### config.mk
export PLATFORM = sky130hd
export DESIGN_NAME = adc1_capture_packer_flat
export DESIGN_NICKNAME = d
export VERILOG_FILES = /design/src/rtl/adc1_capture_packer_pkg.sv /design/src/rtl/adc1_capture_packer_if.sv /design/src/rtl/adc1_capture_packer_sync_2ff.sv /design/src/rtl/adc1_capture_packer.sv /design/src/flat_wrapper.sv
export SDC_FILE = /design/constraint.sdc
export NUM_CORES = 1
export LEC_CHECK = 0
export ABC_CLOCK_PERIOD_IN_PS = 2400
export BUFFER_PORTS_ARGS = -buffer_cell sky130_fd_sc_hd__buf_2
export CORE_ASPECT_RATIO = 0.7
export CORE_MARGIN = 5
export CORE_UTILIZATION = 53
export CTS_CLUSTER_DIAMETER = 120
export DETAILED_ROUTE_END_ITERATION = 10
export PLACE_DENSITY_LB_ADDON = 0.25
export SYNTH_ARGS = -nofsm -noshare
export SYNTH_HDL_FRONTEND = slang
export SYNTH_SLANG_ARGS = --single-unit
export TNS_END_PERCENT = 30
### constraint.sdc
create_clock -name adc1_out_clk -period 2.4 [get_ports adc1_out_clk]
set_input_delay 0.12 -clock adc1_out_clk [delete_from_list [all_inputs] [get_ports adc1_out_clk]]
set_output_delay 0.12 -clock adc1_out_clk [all_outputs]
set_load 0.1 [all_outputs]
### src/rtl/adc1_capture_packer_pkg.sv
// adc1_capture_packer_pkg: readout constants, FSM encoding and header layout shared with the host-side unpacker.
package adc1_capture_packer_pkg;

    localparam int ADC_W  = 16;
    localparam int OUT_W  = 64;
    localparam int LANE_W = 16;
    localparam int LANES  = OUT_W / LANE_W;

    localparam logic [15:0] HDR_TAG = 16'hA5C3;

    // Header layout: [63:48] tag, [47:32] frame count, [31:16] reserved, [15:0] zero-extended row count
    localparam int HDR_TAG_LSB = 48;
    localparam int HDR_CNT_LSB = 32;
    localparam int HDR_ROW_LSB = 0;

    typedef enum logic [1:0] {
        S_IDLE,
        S_HDR,
        S_CAP,
        S_DONE
    } state_t;

    function automatic logic [OUT_W-1:0] make_header(input logic [15:0] cnt, input logic [9:0] rows);
        logic [OUT_W-1:0] h;
        h = '0;
        h[HDR_TAG_LSB +: 16] = HDR_TAG;
        h[HDR_CNT_LSB +: 16] = cnt;
        h[HDR_ROW_LSB +: 16] = {6'b0, rows};
        return h;
    endfunction

endpackage

### src/rtl/adc1_capture_packer_if.sv
// adc1_capture_packer_if: sample input, frame control and FIFO write bundle of the ADC capture packer.
interface adc1_capture_packer_if;
    import adc1_capture_packer_pkg::*;

    logic             arm;
    logic [9:0]       num_row;
    logic [15:0]      samples_per_row;
    logic             adc_dat_valid;
    logic [ADC_W-1:0] adc_data;
    logic             fifo_full;
    logic [OUT_W-1:0] fifo_din;
    logic             fifo_wr_en;
    logic             busy;
    logic             frame_done;
    logic [15:0]      frame_cnt;
    logic             overflow;
    logic             sample_err;

    modport master (
        output arm, num_row, samples_per_row, adc_dat_valid, adc_data, fifo_full,
        input  fifo_din, fifo_wr_en, busy, frame_done, frame_cnt, overflow, sample_err
    );

    modport slave (
        input  arm, num_row, samples_per_row, adc_dat_valid, adc_data, fifo_full,
        output fifo_din, fifo_wr_en, busy, frame_done, frame_cnt, overflow, sample_err
    );

endinterface

### src/rtl/adc1_capture_packer_sync_2ff.sv
// adc1_capture_packer_sync_2ff: two-flop synchroniser for a single quasi-static level.
module adc1_capture_packer_sync_2ff (
    input  logic clk,
    input  logic rst,
    input  logic d_i,
    output logic q_o
);

    logic [1:0] sync_q;

    always_ff @(posedge clk)
        sync_q <= rst ? 2'b00 : {sync_q[0], d_i};

    assign q_o = sync_q[1];

endmodule

### src/rtl/adc1_capture_packer.sv
// adc1_capture_packer: packs latency-aligned ADC samples into 64-bit FIFO words,
// framing each armed capture with a header word and flagging overflow/stray samples.
module adc1_capture_packer
    import adc1_capture_packer_pkg::*;
(
    input logic                  adc1_out_clk,
    input logic                  rst,
    adc1_capture_packer_if.slave bus
);

    logic                         arm_s;
    logic                         arm_s_d_q;
    state_t                       state_q;
    logic [1:0]                   lane_cnt_q;
    logic [15:0]                  sample_cnt_q;
    logic [9:0]                   row_cnt_q;
    logic [LANES-1:0][LANE_W-1:0] lanes_q;
    logic [LANES-1:0][LANE_W-1:0] lanes_d;
    logic [OUT_W-1:0]             fifo_din_q;
    logic                         fifo_wr_en_q;
    logic                         busy_q;
    logic                         frame_done_q;
    logic [15:0]                  frame_cnt_q;
    logic                         overflow_q;
    logic                         sample_err_q;

    logic arm_rise;
    logic accept;
    logic last_sample;
    logic last_row;
    logic emit;
    logic degenerate;

    adc1_capture_packer_sync_2ff u_arm_sync (
        .clk (adc1_out_clk),
        .rst (rst),
        .d_i (bus.arm),
        .q_o (arm_s)
    );

    always_comb begin
        lanes_d = lanes_q;
        lanes_d[lane_cnt_q] = LANE_W'(bus.adc_data);
    end

    assign arm_rise    = arm_s & ~arm_s_d_q;
    assign accept      = (state_q == S_CAP) && bus.adc_dat_valid;
    assign last_sample = sample_cnt_q == bus.samples_per_row - 16'd1;
    assign last_row    = row_cnt_q == bus.num_row - 10'd1;
    assign emit        = (lane_cnt_q == 2'(LANES - 1)) || last_sample;
    assign degenerate  = (bus.num_row == '0) || (bus.samples_per_row == '0);

    always_ff @(posedge adc1_out_clk) begin
        if (rst) begin
            arm_s_d_q    <= 1'b0;
            state_q      <= S_IDLE;
            lane_cnt_q   <= '0;
            sample_cnt_q <= '0;
            row_cnt_q    <= '0;
            lanes_q      <= '0;
            fifo_din_q   <= '0;
            fifo_wr_en_q <= 1'b0;
            busy_q       <= 1'b0;
            frame_done_q <= 1'b0;
            frame_cnt_q  <= '0;
            overflow_q   <= 1'b0;
            sample_err_q <= 1'b0;
        end else begin
            arm_s_d_q    <= arm_s;
            fifo_wr_en_q <= 1'b0;
            frame_done_q <= 1'b0;
            // The FIFO silently drops a word written while full; only the sticky flag records it.
            overflow_q   <= overflow_q | (fifo_wr_en_q & bus.fifo_full);
            sample_err_q <= sample_err_q | (bus.adc_dat_valid & (state_q != S_CAP));
            case (state_q)
                S_IDLE: begin
                    if (arm_rise) begin
                        state_q      <= S_HDR;
                        busy_q       <= 1'b1;
                        fifo_wr_en_q <= 1'b1;
                        fifo_din_q   <= make_header(frame_cnt_q, bus.num_row);
                    end
                end
                S_HDR: begin
                    state_q      <= degenerate ? S_DONE : S_CAP;
                    lane_cnt_q   <= '0;
                    sample_cnt_q <= '0;
                    row_cnt_q    <= '0;
                    lanes_q      <= '0;
                end
                S_CAP: begin
                    if (accept) begin
                        // A flushed word restarts from zeroed lanes so a short row's tail reads as 0.
                        lanes_q      <= emit ? '0 : lanes_d;
                        lane_cnt_q   <= emit ? 2'd0 : lane_cnt_q + 2'd1;
                        fifo_wr_en_q <= emit;
                        fifo_din_q   <= emit ? OUT_W'(lanes_d) : fifo_din_q;
                        sample_cnt_q <= last_sample ? 16'd0 : sample_cnt_q + 16'd1;
                        row_cnt_q    <= last_sample ? row_cnt_q + 10'd1 : row_cnt_q;
                        state_q      <= (last_sample && last_row) ? S_DONE : S_CAP;
                    end
                end
                S_DONE: begin
                    state_q      <= S_IDLE;
                    busy_q       <= 1'b0;
                    frame_done_q <= 1'b1;
                    frame_cnt_q  <= frame_cnt_q + 16'd1;
                end
                default: state_q <= S_IDLE;
            endcase
        end
    end

    assign bus.fifo_din   = fifo_din_q;
    assign bus.fifo_wr_en = fifo_wr_en_q;
    assign bus.busy       = busy_q;
    assign bus.frame_done = frame_done_q;
    assign bus.frame_cnt  = frame_cnt_q;
    assign bus.overflow   = overflow_q;
    assign bus.sample_err = sample_err_q;

endmodule

### src/flat_wrapper.sv
// flat-port wrapper written by rule: the top's interface ports become plain ports
module adc1_capture_packer_flat import adc1_capture_packer_pkg::*;
  (adc1_out_clk, rst, bus_arm, bus_num_row, bus_samples_per_row, bus_adc_dat_valid, bus_adc_data, bus_fifo_full, bus_fifo_din, bus_fifo_wr_en, bus_busy, bus_frame_done, bus_frame_cnt, bus_overflow, bus_sample_err);
  adc1_capture_packer_if bus_i ();
  input logic adc1_out_clk;
  input logic rst;
  input wire logic [$bits(bus_i.arm)-1:0] bus_arm;
  input wire logic [$bits(bus_i.num_row)-1:0] bus_num_row;
  input wire logic [$bits(bus_i.samples_per_row)-1:0] bus_samples_per_row;
  input wire logic [$bits(bus_i.adc_dat_valid)-1:0] bus_adc_dat_valid;
  input wire logic [$bits(bus_i.adc_data)-1:0] bus_adc_data;
  input wire logic [$bits(bus_i.fifo_full)-1:0] bus_fifo_full;
  output wire logic [$bits(bus_i.fifo_din)-1:0] bus_fifo_din;
  output wire logic [$bits(bus_i.fifo_wr_en)-1:0] bus_fifo_wr_en;
  output wire logic [$bits(bus_i.busy)-1:0] bus_busy;
  output wire logic [$bits(bus_i.frame_done)-1:0] bus_frame_done;
  output wire logic [$bits(bus_i.frame_cnt)-1:0] bus_frame_cnt;
  output wire logic [$bits(bus_i.overflow)-1:0] bus_overflow;
  output wire logic [$bits(bus_i.sample_err)-1:0] bus_sample_err;
  assign bus_i.arm = bus_arm;
  assign bus_i.num_row = bus_num_row;
  assign bus_i.samples_per_row = bus_samples_per_row;
  assign bus_i.adc_dat_valid = bus_adc_dat_valid;
  assign bus_i.adc_data = bus_adc_data;
  assign bus_i.fifo_full = bus_fifo_full;
  assign bus_fifo_din = bus_i.fifo_din;
  assign bus_fifo_wr_en = bus_i.fifo_wr_en;
  assign bus_busy = bus_i.busy;
  assign bus_frame_done = bus_i.frame_done;
  assign bus_frame_cnt = bus_i.frame_cnt;
  assign bus_overflow = bus_i.overflow;
  assign bus_sample_err = bus_i.sample_err;
  adc1_capture_packer u_core (.adc1_out_clk(adc1_out_clk), .rst(rst), .bus(bus_i));
endmodule
==> After elaboration in Yosys (flattened, before gate mapping) <==
Cells that the tools add are included.
{ "totals": {"register_bits": 182, "latchBits": 0, "ram_bits": 0, "mem_bits_ro": 0, "input_bits": 47, "output_inout_bits": 85, "wordCells": 88, "n_memories": 0} }
{ "classes": {"add_sub_neg": 6, "mul": 0, "div": 0, "n_lt_le_gt_ge": 2, "n_eq_ne": 11, "shift": 0, "mux": 30, "bitwise": 6, "reduce_logical": 16} }
{ "ops": {"columns": ["op", "count"], "rows": [
  ["64-bit two-way mux", 5],
  ["64-bit one-hot mux with 2 select lines", 2],
  ["64-bit bitwise mux", 1],
  ["16-bit two-way mux", 3],
  ["16-bit by 1-bit adder with 16-bit output (second input constant)", 2],
  ["16-bit demux with 2-bit select", 1],
  ["16-bit one-hot mux with 2 select lines", 1],
  ["10-bit two-way mux", 2],
  ["10-bit one-hot mux with 2 select lines", 1],
  ["16-bit == test", 1],
  ["16-bit logical NOT", 1],
  ["16-bit by 1-bit subtractor with 16-bit output (second input constant)", 1],
  ["10-bit by 1-bit adder with 10-bit output (second input constant)", 1],
  ["10-bit == test", 1],
  ["10-bit logical NOT", 1],
  ["10-bit by 1-bit subtractor with 10-bit output (second input constant)", 1],
  ["2-bit two-way mux", 4],
  ["2-bit by 1-bit inequality test with 1-bit output (second input constant)", 4],
  ["2-bit one-hot mux with 4 select lines", 1],
  ["2-bit == test (second input constant)", 3],
  ["1-bit two-way mux", 6],
  ["2-bit AND reduction", 3],
  ["2-bit nonzero test", 3],
  ["1-bit one-hot mux with 2 select lines", 2],
  ["14 further kinds", 20]
]} }

==> Logic depth before layout (Yosys ltp) <==
Gate-level depths: netlist (run 1).
{ "depth": {"ltp_word": 8, "ltp_mapped": 11, "depth_no_buf": 9} }

==> Cells and area by module <==
From an unflattened synthesis (run 1), not the netlist that was laid out.
{ "unflattened": {"cells_unflattened": 1120, "area_unflattened_um2": 9420.3} }
{ "by_module_without_submodules": {"columns": ["module", "instances", "cells_per_inst", "area_each_um2", "seq_area_each_um2"], "rows": [
  ["adc1_capture_packer", 1, 1116, 9367.7, 3603.5],
  ["adc1_capture_packer_sync_2ff", 1, 4, 52.6, 40.0]
]} }

==> Least setup slack after synthesis (run 1) <==
Ideal clock, no wire load.
{ "synth_timing": {"path_kind": "in2reg", "startpoint": "input bus_samples_per_row[0]", "endpoint": "register u_core.fifo_din_q[11], in the netlist u_core.bus.fifo_din[11]", "setup_time_ns": 0.072, "arrival_ns": 2.508, "t_required_ns": 2.328, "path_slack_ns": -0.180, "cell_stages": 10, "n_path_buf": 1, "path_cell_list": "inv_1 ha_1 or3b_2 or4_4 mux2i_1 mux2i_1 o2111ai_2 a21oi_1 buf_4 mux2i_1"} }
{ "synth_via": {"elab_chain_cells": 5} }
{ "synth_rtl": {"columns": ["element", "line", "rtl"], "rows": [
  ["start: declaration", "flat_wrapper.sv:9", "input wire logic [$bits(bus_i.samples_per_row)-1:0] bus_samples_per_row;"],
  ["16-bit by 1-bit subtractor with 16-bit output", "adc1_capture_packer.sv:48", "assign last_sample = sample_cnt_q == bus.samples_per_row - 16'd1;"],
  ["16-bit == test", "adc1_capture_packer.sv:48", null],
  ["1-bit logical OR", "adc1_capture_packer.sv:50", "assign emit = (lane_cnt_q == 2'(LANES - 1)) || last_sample;"],
  ["2-bit by 1-bit inequality test with 1-bit output (no line)", null, null],
  ["4-bit AND reduction (no line)", null, null],
  ["end signal: assignment", "adc1_capture_packer.sv:81", "fifo_din_q <= make_header(frame_cnt_q, bus.num_row);"],
  ["end signal: assignment", "adc1_capture_packer.sv:97", "fifo_din_q <= emit ? OUT_W'(lanes_d) : fifo_din_q;"],
  ["end: declaration", "adc1_capture_packer.sv:19", "logic [OUT_W-1:0] fifo_din_q;"]
]} }
No other way between the ends.
A chain may end at the register's enable or synchronous reset.

==> Final worst setup path (run 1) <==
{ "layout_timing": {"startpoint": "register u_core.sample_cnt_q[12]", "endpoint": "register u_core.lanes_q[63] (netlist name)"} }
{ "layout_via": {"elab_chain_cells": 5} }
{ "layout_rtl": {"columns": ["element", "line", "rtl"], "rows": [
  ["start: declaration", "adc1_capture_packer.sv:15", "logic [15:0] sample_cnt_q;"],
  ["start signal: assignment", "adc1_capture_packer.sv:98", "sample_cnt_q <= last_sample ? 16'd0 : sample_cnt_q + 16'd1;"],
  ["16-bit == test", "adc1_capture_packer.sv:48", null],
  ["1-bit logical OR", "adc1_capture_packer.sv:50", null],
  ["64-bit two-way mux", "adc1_capture_packer.sv:94", "lanes_q <= emit ? '0 : lanes_d;"],
  ["64-bit two-way mux", "adc1_capture_packer.sv:92", "if (accept) begin"],
  ["64-bit one-hot mux with 2 select lines", "adc1_capture_packer.sv:75", "case (state_q)"],
  ["end signal: assignment", "adc1_capture_packer.sv:94", null],
  ["end: declaration", "adc1_capture_packer.sv:17", "logic [LANES-1:0][LANE_W-1:0] lanes_q;"]
]} }
No other way between the ends. The select of a mux whose other input is x is not followed.

==> metrics.txt, run 1 <==
worst setup path category=reg2reg; number of antenna violations at the first check in global routing=1; count of cells along the worst hold path=2; Fillers=1,508; number of synthesis warnings=0; setup repair after global routing missed its margin=yes; flip-flop cell with the highest count after synthesis=sky130_fd_sc_hd__dfxtp_1; crit path setup slack, layout=-63.05 ps; horizontal extent of the die=172.2 microns; Max stage delay cell, worst path=sky130_fd_sc_hd__dfxtp_2; number of violations of the max-capacitance limit=0; post-CTS setup repair buffer count=0; depth of the worst register-to-register path=10; number of cells produced by synthesis=1,171; count of TritonRoute iterations in the first routing pass=5; Avg WL per Cell=18.09 microns; maximum resistive drop on vdd=0.8234 mV; largest family of logic cells by synthesized area=simple AND/OR/NAND/NOR gates; Vias=9,146; Final Routed Wirelength=28.40 mm; sequential cell area=3646 sq um; share of synthesized registers carrying an async set or reset=0%; result of the run=finished, violations left; first-pass GRT wire length=45.29 mm; net count of the mapped netlist=1,232; core region area=18,060 sq um; area of the multi-input gates=5838 sq um; Overall Global Routing Usage=26.64%; proportion of synthesized area in mux cells=15.38%; violated checks=setup timing; root buffer cell=sky130_fd_sc_hd__clkbuf_16; Final Core Density=66.47%; most instantiated cells after synthesis=182 x sky130_fd_sc_hd__dfxtp_1, 166 x sky130_fd_sc_hd__nand2_1, 87 x sky130_fd_sc_hd__mux2i_1; ordered cell list for the critical path=xnor2_2, a31o_2, o31a_1, nor4_2, buf_4, o2111ai_4, buf_4, a21oi_2, buf_12, nor3b_1; area growth from synthesis to layout=22.99%; end of the worst hold path=u_core.bus.sample_err$_SDFF_PP0_; startpoint of the most critical hold path=rst; Final Critical Period=2463 ps; iteration-0 DRC count of the detailed router=942; area fraction in compound gates after synthesis=9.808%; reg2reg start=u_core.sample_cnt_q[12]$_SDFFE_PP0P_; number of nets still failing antenna checks after routing=0; worst clock skew=9.532 ps; Hold Violations, Final=0; Final Wtd Congestion=0.9168; total DRC errors in the routed layout=0; setup slack on the worst flop-to-flop path=-60 ps; share of cells above drive strength 1=27.06%; cell types occupying the most area after synthesis=sky130_fd_sc_hd__dfxtp_1 37%, sky130_fd_sc_hd__mux2i_1 8.9%, sky130_fd_sc_hd__mux2_2 6.5%; worst slack at placement=-479.6 ps; average vias per placed instance=5.825; Arrival @ worst endpoint=2770 ps; worst skew pair latency=440 ps; Yosys top cell by area=sky130_fd_sc_hd__dfxtp_1; TritonCTS clock tree=built; portion of the post-synthesis area used by sequential elements=37.33%; syn avg cell area=8.334 sq um; Fmax=406.0 MHz; count of different cell masters after synthesis=72; maximum number of pins on one net before global-route repair=91; maximum buffer depth of the clock tree=2; endpoint class of the critical path=register; CP Launch Type=register; Synth Area in XOR/XNOR=3.821%; residual overflow from global routing=0; Power Dens Cells=803.9 nW/um^2; relative slew slack=50.02%; logic depth of the worst path, buffers included=10; critical path fanouts, max=16; Setup-failing EPs final=113; fin nets=1,383; max-slew violation count=0; flip-flop and latch count after synthesis=182; ratio of final minimum period to clock period=102.6%; Post-Syn Area=9759 sq um; fraction of post-synthesis cell area in the top cell type by area=37.33%; effective utilization at floorplan=54.05%; slew at the pin with the worst max-slew slack=741.8 ps; leakage power=5.014 nW; category of cells accounting for the largest share of critical-path delay=compound AO/OA/AOI/OAI gates; Clock Pin Slew Worst Setup and Hold Paths=70 ps; count of non-filler cells in the finished layout=1,570; number of instances in the placed design=1,537; height of the die=123.5 microns; number of buffers and inverters on the critical path=3; placed wire-length estimate after detailed placement=19.55 mm; fraction of the mapped netlist area in adder cells=1.795%; number of enable-type register cells in the synthesized netlist=0; WP data required=2710 ps; cell repeated most along the worst path=sky130_fd_sc_hd__buf_4; cell with the most instances after synthesis=sky130_fd_sc_hd__dfxtp_1; floorplan die area=21,270 sq um; clock sinks=182; simple logic cell fraction of the synthesized area=26.86%; number of global-route vias before repair=8,619; class of the most critical hold timing path=in2reg; total inserted antenna cells=0; number of I/O port buffers=131; number of levels in the clock H-tree=4; top-level I/O count=132; number of standard-cell rows in the floorplan=41; delay of the slowest cell on the worst path=350 ps; number of CTS-inserted buffers=17; end of the worst register-to-register path=u_core.lanes_q[63]$_SDFFE_PP0P_
-- cells in the final DEF, fill, tap and decap left out, types with 4 or more instances in the layout --
master and n:
sky130_fd_sc_hd__a21oi_1 68, sky130_fd_sc_hd__a21oi_2 4, sky130_fd_sc_hd__and2_1 4, sky130_fd_sc_hd__and3_1 52
sky130_fd_sc_hd__buf_12 9, sky130_fd_sc_hd__buf_2 130, sky130_fd_sc_hd__buf_4 80, sky130_fd_sc_hd__buf_6 4
sky130_fd_sc_hd__bufinv_16 4, sky130_fd_sc_hd__clkbuf_16 17, sky130_fd_sc_hd__clkinv_2 4, sky130_fd_sc_hd__dfxtp_1 180
sky130_fd_sc_hd__ha_1 12, sky130_fd_sc_hd__inv_1 18, sky130_fd_sc_hd__mux2_2 56, sky130_fd_sc_hd__mux2i_1 86
sky130_fd_sc_hd__nand2_1 166, sky130_fd_sc_hd__nand2b_1 6, sky130_fd_sc_hd__nand3_1 82, sky130_fd_sc_hd__nand3b_1 4
sky130_fd_sc_hd__nand4_1 20, sky130_fd_sc_hd__nor2_1 77, sky130_fd_sc_hd__nor2b_1 15, sky130_fd_sc_hd__nor3_1 13
sky130_fd_sc_hd__nor3_2 8, sky130_fd_sc_hd__nor3b_1 16, sky130_fd_sc_hd__nor4_1 5, sky130_fd_sc_hd__o21ai_0 30
sky130_fd_sc_hd__or3_1 30, sky130_fd_sc_hd__or4_1 4, sky130_fd_sc_hd__xnor2_1 17, sky130_fd_sc_hd__xor2_1 18
-- metal layers --
| layer | share of wire (%) | track usage [%] | wire, microns | vias to the layer above |
|---|---|---|---|---|
| li1 | - | - | - | 4415 |
| met1 | 48 | 39.79 | 13520 | 4336 |
| met2 | 43 | 38.88 | 12110 | 355 |
| met3 | 8.2 | 6.328 | 2330 | 40 |
| met4 | 1.5 | 6.136 | 439 | 0 |
| met5 | 0 | 0 | 0 | - |
-- logic make-up after synthesis --
group | count (synthesis)
and+or+nand+nor | 523
DFF | 182
AOI/OAI and AO/OA | 154
adders and majority gates | 14
buffers and inverters | 114
muxes | 143
xor gates and xnor gates | 41
-- area by class of cell --
class,instances,area share [%]
multi-input combinational,875,48.64
sequential,182,30.38
timing repair buffer,225,12.47
clock buffer,19,3.774
tap,236,2.460
clock inverter,12,1.470
inverter,21,0.8131
-- state kept, by name, summed over array words and instances, names as in the netlist --
| signal | count |
|---|---|
| u_core.bus.frame_cnt | 16 |
| u_core.state_q | 2 |
| u_core.bus.fifo_wr_en | 1 |
| u_core.row_cnt_q | 10 |
| u_core.bus.fifo_din | 64 |
| u_core.lanes_q | 64 |
| u_core.bus.overflow | 1 |
| u_core.bus.sample_err | 1 |
| u_core.arm_s_d_q | 1 |
| u_core.u_arm_sync.sync_q | 2 |
| u_core.bus.busy | 1 |
| u_core.lane_cnt_q | 2 |
| u_core.sample_cnt_q | 16 |
| u_core.bus.frame_done | 1 |
-- report_power, final --
part | internal (mW) | switching (mW)
sequential | 3.20 | 0.0960
combinational | 0.950 | 2.38
clock | 1.79 | 1.23
total | 5.94 | 3.71
-- worst max path at each step --
stage	from	end
detailed placement	bus_samples_per_row[1]	u_core.sample_cnt_q[6]$_SDFFE_PP0P_
CTS	u_core.sample_cnt_q[9]$_SDFFE_PP0P_	u_core.sample_cnt_q[6]$_SDFFE_PP0P_
global route	u_core.sample_cnt_q[12]$_SDFFE_PP0P_	u_core.lanes_q[63]$_SDFFE_PP0P_
floorplan	bus_samples_per_row[1]	u_core.bus.fifo_din[40]$_SDFFE_PP0P_
global placement	bus_samples_per_row[1]	u_core.sample_cnt_q[6]$_SDFFE_PP0P_
finish	u_core.sample_cnt_q[12]$_SDFFE_PP0P_	u_core.lanes_q[63]$_SDFFE_PP0P_
-- per-stage QoR --
stage / instance area, sq um / hold slack, ps / total power [mW] / TNS [ps]
global route: 12000 / 89.06 / 9.995 / -14290
finish: 12000 / 81.50 / 9.648 / -2651
global placement: 11170 / 330.7 / 6.631 / -50640
detailed placement: 11170 / 336.4 / 6.656 / -59310
floorplan: 9824 / 248.2 / 5.940 / -5992
CTS: 11840 / 58.40 / 9.648 / -327.9
-- what timing repair did --
action | CTS | global route
hold buffers | 2 | 0
hold endpoints to repair | 2 | 0
endpoints found under the setup margin | 77 | 142
pin swaps | 0 | 3
gates resized for setup | 5 | 32
(Power assumes the default switching activity.)
==> inputs of run 2 (changes only) <==
Settings changed: ABC_CLOCK_PERIOD_IN_PS 2400 to 2800, CORE_UTILIZATION 53 to 58.
Clock period 2.4 ns to 2.8 ns, I/O delays scaled along.
==> run 2 against run 1 <==
- the run now ends clean
- global-route usage grew 1.3 points
- flip-flop and latch count is the same
- combinational power shrank 17%
- non-clock buffer count is 38 lower
- register-to-register slack gained 310 ps
- first-iteration DRC count is 11% higher
- final cell count is 3.1% lower
- count of clock-buffer cells in the layout did not move
- worst setup slack gained 310 ps
- critical path depth is 1 lower
- sequential share of layout area rose by 1.7 points
- worst hold slack improved by 21 ps
- critical path type unchanged
- largest power group is now registers
==> metrics.txt, run 2 (synthesis gave the netlist of run 1 again) <==
delay of the slowest cell on the worst path=450 ps; Post-Route Setup TNS=0 ps; core region area=16,400 sq um; root buffer cell=sky130_fd_sc_hd__clkbuf_16; depth of the worst register-to-register path=9; category of cells accounting for the largest share of critical-path delay=compound AO/OA/AOI/OAI gates; post-CTS setup repair buffer count=0; Final Critical Period=2555 ps; Final Wtd Congestion=0.9176; number of antenna violations at the first check in global routing=0; Clock Pin Slew Worst Setup and Hold Paths=70 ps; share of cells above drive strength 1=22.22%; Max stage delay cell, worst path=sky130_fd_sc_hd__dfxtp_1; endpoint class of the critical path=register; TritonCTS clock tree=built; maximum resistive drop on vdd=0.5406 mV; number of CTS-inserted buffers=17; cell repeated most along the worst path=sky130_fd_sc_hd__buf_4; Overall Global Routing Usage=27.91%; Vias=9,003; relative slew slack=56.33%; total DRC errors in the routed layout=0; horizontal extent of the die=165.0 microns; count of cells along the worst hold path=2; max-slew violation count=0; number of violations of the max-capacitance limit=0; ordered cell list for the critical path=xor2_1, nor3_1, or3b_1, a32oi_1, buf_4, o2111ai_4, a21o_2, buf_4, mux2i_1; residual overflow from global routing=0; worst clock skew=8.397 ps; top-level I/O count=132; Setup-failing EPs final=0; commonest cells after routing, fill and taps aside=182 x sky130_fd_sc_hd__dfxtp_1, 166 x sky130_fd_sc_hd__nand2_1, 130 x sky130_fd_sc_hd__buf_2; placed wire-length estimate after detailed placement=19.05 mm; maximum buffer depth of the clock tree=2; number of standard-cell rows in the floorplan=39; Fmax=391.3 MHz; first-pass GRT wire length=44.33 mm; maximum number of pins on one net before global-route repair=77; worst setup path category=reg2reg; Avg WL per Cell=18.00 microns; Final Routed Wirelength=27.38 mm; area growth from synthesis to layout=16.47%; count of TritonRoute iterations in the first routing pass=5; total inserted antenna cells=0; number of buffers and inverters on the critical path=2; Arrival @ worst endpoint=2860 ps; number of nets still failing antenna checks after routing=0; fin nets=1,345; leakage power=4.743 nW; clock sinks=182; average vias per placed instance=5.919; setup repair after global routing missed its margin=no; height of the die=118.5 microns; result of the run=completed; number of I/O port buffers=131; Hold Violations, Final=0; number of global-route vias before repair=8,473; floorplan die area=19,560 sq um; critical path fanouts, max=13; effective utilization at floorplan=59.52%; CP Launch Type=register; commonest non-fill, non-tap cell in the layout=sky130_fd_sc_hd__dfxtp_1; slew at the pin with the worst max-slew slack=655.0 ps; WP data required=3110 ps; number of levels in the clock H-tree=4; power after layout=8.015 mW; ratio of final minimum period to clock period=91.27%; class of the most critical hold timing path=in2reg; Power Dens Cells=705.1 nW/um^2; worst skew pair latency=430 ps; iteration-0 DRC count of the detailed router=1,048; logic depth of the worst path, buffers included=9
==> run 2: changes by cell type in the layout (fill, tap and decap cells not counted), sizes merged <==
cell,delta
buf,-38
bufinv,-1
clkinv,-1
inv,+1
clkinvlp,+1
==> run 2: stage by stage <==
step                      std cells  instance area (sq um)  setup slack, ps  hold slack (ps)  utilization, %
after floorplan                1171                   9759            200.0            268.2               -
after global placement         1488                  10760           -13.36            348.2           65.63
after detailed placement       1488                  10760           -81.10            358.7           65.63
after CTS                      1521                  11370            246.0            89.05           69.33
after global routing           1521                  11370            30.66            118.9           69.33
final                          1521                  11370            244.6            103.0           69.33
==> run 2: metal layers <==
| layer | GRT usage (%) | part of all wire, % | vias to the layer above |
|---|---|---|---|
| li1 | - | - | 4335 |
| met1 | 43.12 | 46 | 4239 |
| met2 | 40.01 | 44 | 402 |
| met3 | 5.184 | 9.4 | 27 |
| met4 | 6.597 | 1.2 | 0 |
| met5 | 0 | 0 | - |
==> run 2: worst register-to-register path, cell delays in order, from the launching register on <==
cell and delay (ps):
sky130_fd_sc_hd__dfxtp_1 450, sky130_fd_sc_hd__xor2_1 140, sky130_fd_sc_hd__nor3_1 160, sky130_fd_sc_hd__or3b_1 410, sky130_fd_sc_hd__a32oi_1 190, sky130_fd_sc_hd__buf_4 150, sky130_fd_sc_hd__o2111ai_4 250, sky130_fd_sc_hd__a21o_2 320
sky130_fd_sc_hd__buf_4 210, sky130_fd_sc_hd__mux2i_1 140
==> run 2: worst paths after layout <==
check	from	endpoint	slack, ps
worst max register to register	u_core.sample_cnt_q[9]$_SDFFE_PP0P_	u_core.bus.fifo_din[0]$_SDFFE_PP0P_	240
worst min register to register	u_core.u_arm_sync.sync_q[0]$_SDFF_PP0_	u_core.u_arm_sync.sync_q[1]$_SDFF_PP0_	440
worst min-delay path	rst	u_core.bus.busy$_SDFFE_PP0P_	100
worst max-delay path	u_core.sample_cnt_q[9]$_SDFFE_PP0P_	u_core.bus.fifo_din[0]$_SDFFE_PP0P_	240
==> run 2: cell type report <==
cell class                      count  area [sq um]
Tap cell                          225         281.5
Inverter                           21         80.08
Fill cell                        1358          5029
Clock buffer                       19         432.9
Timing Repair Buffer              187          1121
Clock inverter                     12         153.9
Sequential cell                   182          3643
Multi-Input combinational cell    875          5654
==> run 2: report_power, final <==
part	leakage [nW]	switching [mW]	internal (mW)	total (mW)
Combinational	2.99	2.00	0.747	2.75
Clock	0.280	1.04	1.40	2.44
Sequential	1.47	0.0806	2.74	2.82
Total	4.74	3.12	4.89	8.01
==> run 2: repair_timing <==
action | CTS | global route
endpoints found under the hold margin | 2 | 0
resized for setup | 0 | 0
hold buffers | 2 | 0
==> inputs of run 3 (changes only) <==
Settings changed: CELL_PAD_IN_SITES_DETAIL_PLACEMENT set to 2, CELL_PAD_IN_SITES_GLOBAL_PLACEMENT set to 2, CORE_UTILIZATION 58 to 35.
==> run 3 against run 2 <==
- clock skew up 2.9 ps
- power up 0.62%
- count of clock-buffer cells in the layout up 2
- sequential power about the same
- critical path depth up 1
- critical path type unchanged
- critical endpoint is now u_core.bus.fifo_din[25]$_SDFFE_PP0P_
==> metrics.txt, run 3 (synthesis gave the netlist of run 1 again) <==
number of antenna violations at the first check in global routing=1; area of the multi-input gates=5654 sq um; final instance area=11,640 sq um; total DRC errors in the routed layout=0; max-slew violation count=0; sequential cell area=3643 sq um; number of global-route vias before repair=9,861; worst clock skew=11.30 ps; Final Wtd Congestion=0.8347; setup repair after global routing missed its margin=no; floorplan die area=31,380 sq um; worst skew pair latency=440 ps; height of the die=149.7 microns; critical path fanouts, max=21; count of TritonRoute iterations in the first routing pass=5; maximum number of pins on one net before global-route repair=99; placed wire-length estimate after detailed placement=25.70 mm; first-pass GRT wire length=56.58 mm; commonest non-fill, non-tap cell in the layout=sky130_fd_sc_hd__dfxtp_1; endpoint class of the critical path=register; number of CTS-inserted buffers=17; area growth from synthesis to layout=19.28%; Overall Global Routing Usage=22.65%; relative slew slack=34.28%; Fmax=376.7 MHz; maximum buffer depth of the clock tree=2; power after layout=8.065 mW; residual overflow from global routing=0; Setup-failing EPs final=0; class of the most critical hold timing path=in2reg; clock sinks=182; ratio of final minimum period to clock period=94.82%; commonest cells after routing, fill and taps aside=182 x sky130_fd_sc_hd__dfxtp_1, 166 x sky130_fd_sc_hd__nand2_1, 130 x sky130_fd_sc_hd__buf_2; total cell area at the placement stage=11,080 sq um; WP data required=3160 ps; worst setup path category=reg2reg; CP Launch Type=register; number of I/O port buffers=131; iteration-0 DRC count of the detailed router=379; number of instances in the placed design=1,642; Fillers=3,089; Hold Violations, Final=0; horizontal extent of the die=209.6 microns; number of nets still failing antenna checks after routing=0; result of the run=completed; leakage power=4.808 nW; root buffer cell=sky130_fd_sc_hd__clkbuf_16; top-level I/O count=132; slew at the pin with the worst max-slew slack=975.5 ps; Avg WL per Cell=21.55 microns; Clock Pin Slew Worst Setup and Hold Paths=70 ps; count of non-filler cells in the finished layout=1,675; number of levels in the clock H-tree=4; post-CTS setup repair buffer count=0; Arrival @ worst endpoint=3010 ps; Power Dens Cells=692.8 nW/um^2; Vias=9,136; core region area=27,630 sq um; share of cells above drive strength 1=22.64%; Final Routed Wirelength=36.10 mm; fin nets=1,353; number of violations of the max-capacitance limit=0; average vias per placed instance=5.454; Final Critical Period=2655 ps; number of standard-cell rows in the floorplan=51; TritonCTS clock tree=built; maximum resistive drop on vdd=0.4224 mV; effective utilization at floorplan=35.32%
-- run 3: changes by cell type in the layout (fill, tap and decap cells not counted), sizes merged --
cell	before	now
diode	0	1
inv	22	20
buf	185	193
clkbuf	19	21
bufinv	3	1
clkinv	5	8
clkinvlp	3	1
-- run 3: cell type report --
type                       instances  area share (%)
antenna                            1         0.02150
multi-input combinational        875           48.57
inverter                          21          0.6879
tap                              371           3.988
timing repair buffer             195           10.79
clock buffer                      21           3.955
clock inverter                     9          0.6879
sequential                       182           31.30
-- run 3: per-stage QoR --
stage	worst slack, ps	setup TNS [ps]	hold WS (ps)	util, %
finish	145.1	0	103.0	42.13
global route	12.40	0	104.5	42.12
CTS	148.7	0	90.54	42.12
detailed placement	-201.9	-4963	365.6	40.09
global placement	-82.45	-1797	353.7	40.09
floorplan	200.0	0	268.2	-
-- run 3: path summary, 6_finish.rpt --
check	start	to	slack, ps	cells past startpoint
setup / recovery	u_core.sample_cnt_q[14]$_SDFFE_PP0P_	u_core.bus.fifo_din[25]$_SDFFE_PP0P_	150	10
hold / removal	bus_num_row[4]	u_core.bus.fifo_din[4]$_SDFFE_PP0P_	100	4
setup reg to reg	u_core.sample_cnt_q[14]$_SDFFE_PP0P_	u_core.bus.fifo_din[25]$_SDFFE_PP0P_	150	10
hold reg to reg	u_core.u_arm_sync.sync_q[0]$_SDFF_PP0_	u_core.u_arm_sync.sync_q[1]$_SDFF_PP0_	440	1
-- run 3: power by group --
group	internal (mW)	leakage [nW]	total [mW]	switching, mW
registers	2.74	1.47	2.83	0.0833
clock network	1.26	0.268	2.32	1.06
logic	0.791	3.07	2.92	2.13
-- run 3: repair_timing --
| item | CTS | global route |
|---|---|---|
| resized for setup | 0 | 0 |
| endpoints found under the hold margin | 2 | 0 |
| hold buffers | 2 | 0 |
-- run 3: routing by layer --
layer  vias to the layer above  share of wire (%)  global-route usage [%]  routed length (microns)
li1                       4353                  -                       -                        -
met1                      4640                 51                   32.41                    18340
met2                       125                 46                   36.54                    16430
met3                        18                3.0                   3.730                     1096
met4                         0               0.65                   4.043                      234
met5                         -                  0                       0                        0
-- run 3: critical path, stage by stage, from the launching register on --
cell and delay (ps):
sky130_fd_sc_hd__dfxtp_1 360, sky130_fd_sc_hd__xnor2_1 450, sky130_fd_sc_hd__a32o_1 230, sky130_fd_sc_hd__o21ai_0 120, sky130_fd_sc_hd__nor4_2 260, sky130_fd_sc_hd__buf_4 160
sky130_fd_sc_hd__o2111ai_4 170, sky130_fd_sc_hd__buf_12 180, sky130_fd_sc_hd__a21oi_2 170, sky130_fd_sc_hd__buf_12 220, sky130_fd_sc_hd__mux2i_1 240
